<file path="src/rtl/seq_checker_button_debounce.sv">
// Two-flop synchronizer followed by a vector-wide debouncer: the output only
// takes a new value after the synchronized input has held still for
// DEB_CYCLES consecutive cycles.
module button_debounce #(
   parameter int WIDTH      = 4,
   parameter int DEB_CYCLES = 4
) (
   input  logic             clk,
   input  logic             R,
   input  logic [WIDTH-1:0] raw,
   output logic [WIDTH-1:0] deb
);

   localparam int CW = (DEB_CYCLES > 1) ? $clog2(DEB_CYCLES + 1) : 1;
   localparam logic [CW-1:0] CNT_MAX = CW'(DEB_CYCLES - 1);

   logic [WIDTH-1:0] sync1_reg;
   logic [WIDTH-1:0] sync2_reg;
   logic [WIDTH-1:0] cand_reg;
   logic [WIDTH-1:0] deb_reg;
   logic [CW-1:0]    cnt_reg;

   // Per-bit two-stage synchronizer for the asynchronous button inputs.
   for (genvar gi = 0; gi < WIDTH; gi++) begin : g_sync
      always_ff @(posedge clk) begin
         if (R) begin
            sync1_reg[gi] <= 1'b0;
            sync2_reg[gi] <= 1'b0;
         end else begin
            sync1_reg[gi] <= raw[gi];
            sync2_reg[gi] <= sync1_reg[gi];
         end
      end
   end

   // Restart the stability count on any change; commit once it saturates.
   always_ff @(posedge clk) begin
      if (R) begin
         cand_reg <= '0;
         cnt_reg  <= '0;
         deb_reg  <= '0;
      end else if (sync2_reg != cand_reg) begin
         cand_reg <= sync2_reg;
         cnt_reg  <= '0;
      end else if (cnt_reg == CNT_MAX) begin
         deb_reg <= cand_reg;
      end else begin
         cnt_reg <= cnt_reg + 1'b1;
      end
   end

   assign deb = deb_reg;

endmodule

</file>
<file path="config.mk">
export PLATFORM = sky130hd
export DESIGN_NAME = button_debounce
export DESIGN_NICKNAME = d
export VERILOG_FILES = /design/src/rtl/seq_checker_button_debounce.sv
export SDC_FILE = /design/constraint.sdc
export NUM_CORES = 1
export LEC_CHECK = 0
export BUFFER_PORTS_ARGS = -buffer_cell sky130_fd_sc_hd__buf_2
export CAP_MARGIN = 5
export CORE_ASPECT_RATIO = 0.9
export CORE_MARGIN = 4
export CORE_UTILIZATION = 45
export DETAILED_ROUTE_END_ITERATION = 10
export PLACE_DENSITY_LB_ADDON = 0.15
export SLEW_MARGIN = 20
export SYNTH_ARGS = -nofsm -noshare
export SYNTH_HDL_FRONTEND = slang
export SYNTH_SLANG_ARGS = --single-unit
export TNS_END_PERCENT = 20
</file>
<file path="constraint.sdc">
create_clock -name clk -period 2.5 [get_ports clk]
set_input_delay 0.25 -clock clk [delete_from_list [all_inputs] [get_ports clk]]
set_output_delay 0.25 -clock clk [all_outputs]
set_load 0.1 [all_outputs]
</file>
==> impl_metrics.py <==
metrics = {
    "yosys": {
        "ys_warn_count": 0,
        "synth_area_leader_cell": "dfxtp_1",
        "postSynthCellCount": 63,
        "synth_area_sq_um": 684,
        "yosys-top-cells-area": "dfxtp_1 56%, nor2b_1 11%, xor2_1 6.4%",
        "synth_seq_area_share_pct": 55.6,
        "synth-seq-cells": 19,
        "synth_fp_nets": 71,
        "synth_area_per_cell_sq_um": 10.9,
        "post-synth-top-area-fraction_pct": 55.6,
        "synth_cell_types": 14,
    },
    "setup_path": {
        "path_class": "register to register",
        "startpoint_type": "register",
        "worstPathRequired_ns": 2.68,
        "arrival_ns": 1.51,
        "critPathCaptureType": "register",
        "crit_fanout": 6,
    },
    "sta": {
        "fin_crit_ns": 1.33,
        "finalSetupViolations": 0,
        "grt_setup_unrepaired": "no",
        "slew-limit-headroom_pct": 67.9,
        "fmax_mhz": 751,
        "hold_slack_ns": 0.173,
        "fin_setup_tns_ns": 0,
        "clock_skew_ns": 0.00583,
        "hold_viol": 0,
        "finalCritPeriodShare_pct": 53.2,
        "tightest_slew_ns": 0.484,
        "slew_viol_final": 0,
    },
    "clock_network": {
        "cts_root_buf": "clkbuf_4",
        "cts-hold-fix-buffers": 0,
        "clock_latency_ns": 0.28,
        "cts_buffers": 3,
        "cts-htree-levels": 1,
        "cts_tree": "built",
        "clockBufferDepth": 2,
        "cts_setup_buffers": 0,
        "path_clk_slew_ns": 0.10,
        "ctsResizeCount": 0,
        "clkSinkCount": 19,
    },
    "drt": {
        "vias": 411,
        "wl_met1_um": 383,
        "wl_met3_um": 75,
        "via_per_inst": 4.67,
        "wire_per_inst_um": 9.48,
        "first_pass_iters": 2,
        "top_layer_used": "met4",
        "ant_nets": 0,
        "drc": 0,
        "routed_wirelength_um": 834,
        "drt_iter0_markers": 7,
        "wl_met2_um": 363,
    },
    "global_routing": {
        "overflow": 0,
        "grt_usage_pct": 9.27,
        "grt_pass1_wl_um": 1520,
        "first_global_vias": 376,
        "antenna_found_initial": 0,
        "grt_max_degree": 22,
    },
    "run_status": {
        "run_status": "finished, final reports clean",
    },
    "layout": {
        "fin_util_pct": 52.7,
        "layout-drive-gt1-share_pct": 19.2,
        "nets": 82,
        "syn_to_final_growth_pct": 11.5,
        "fillers": 143,
        "insertedDiodeCount": 0,
    },
    "die": {
        "core_area_sq_um": 1450,
        "initial_core_util_pct": 47.3,
        "die_w_um": 49.1,
        "io_pins": 10,
        "dieArea_sq_um": 2210,
        "rows": 13,
        "die_h_um": 45.0,
    },
    "flow_run": {
        "cap_violations": 0,
    },
    "pwr": {
        "power_density_nw_per_um2": 650,
        "peakVddDrop_mv": 0.519,
        "total_power_uw": 496,
        "cellLeakagePower_nw": 0.336,
    },
    "placed_design": {
        "portBuffers": 9,
        "hpwl_um": 600,
        "place.gp.congestion": 0.716,
    },
    "min_path": {
        "worstHoldPathType": "primary input to register",
    },
}
==> kinds of logic after synthesis <==
logic type                 count (synthesis)  synth area share, %
buffers and inverters                      4                 2.19
adders and majority gates                  2                 3.66
DFF                                       19                 55.6
muxes                                      1                 1.46
xor gates and xnor gates                   5                 6.40
and+or+nand+nor                           27                 27.1
AOI/OAI and AO/OA                          5                 3.66
==> cell usage in the layout, fill, tap and decap left out <==
master    count
a21oi_1       1
clkbuf_4      3
inv_1         1
nor4_4        1
nor2_1        4
clkbuf_1      1
nand4b_1      4
buf_2         9
nor2b_1      12
o21ai_1       4
and2_2        1
dfxtp_1      19
xor2_1        5
nand2b_1      5
ha_1          2
mux2i_1       1
==> through the flow <==
step | cells | setup slack (ns) | instance area (sq um)
2_1_floorplan | 63 | 1.24 | 684
3_3_place_gp | 84 | 1.22 | 737
3_5_place_dp | 84 | 1.19 | 737
4_1_cts | 88 | 1.17 | 763
5_1_grt | 88 | 1.10 | 763
6_report | 88 | 1.17 | 763
==> critical path, cell delays in order (launching register included) <==
cell and delay [ns]:
dfxtp_1 0.33, xor2_1 0.18, nor4_4 0.40, and2_2 0.24
o21ai_1 0.07
==> where the power goes <==
| part | internal, mW | leakage (nW) | total [mW] | switching [mW] |
|---|---|---|---|---|
| clock network | 0.0619 | 0.0150 | 0.142 | 0.0803 |
| logic | 0.0180 | 0.166 | 0.0358 | 0.0178 |
| registers | 0.313 | 0.155 | 0.318 | 0.00483 |
==> per-layer routing <==
metal	up-vias	track usage, %
met5	-	0
met1	174	10.3
met2	11	15.2
li1	224	-
met3	2	4.95
met4	0	3.41
==> Yosys cell counts <==
cell type and count:
dfxtp_1 19, nor2b_1 12, nand2b_1 5, xor2_1 5, nand4b_1 4, nor2_1 4
o21ai_1 4, clkbuf_1 3, ha_1 2, a21oi_1 1, and2_2 1, inv_1 1
mux2i_1 1, nor4_4 1
==> cell type report <==
cell class,count,area [sq um],area share (%)
Tap cell,15,18.8,2.46
Timing Repair Buffer,9,45.0,5.90
Clock buffer,4,26.3,3.44
Inverter,1,3.75,0.492
Multi-Input combinational cell,40,289,37.9
Sequential cell,19,380,49.8
==> worst paths after layout <==
path / from / end / slack [ns] / cells after the start
max reg2reg: cand_reg[1]$_SDFFE_PP0P_ / deb[1]$_SDFFE_PP0P_ / 1.17 / 4
min reg2reg: sync1_reg[2]$_SDFF_PP0_ / sync2_reg[2]$_SDFF_PP0_ / 0.43 / 1
max: cand_reg[1]$_SDFFE_PP0P_ / deb[1]$_SDFFE_PP0P_ / 1.17 / 4
min: raw[3] / sync1_reg[3]$_SDFF_PP0_ / 0.17 / 2
(Power assumes the default switching activity.)
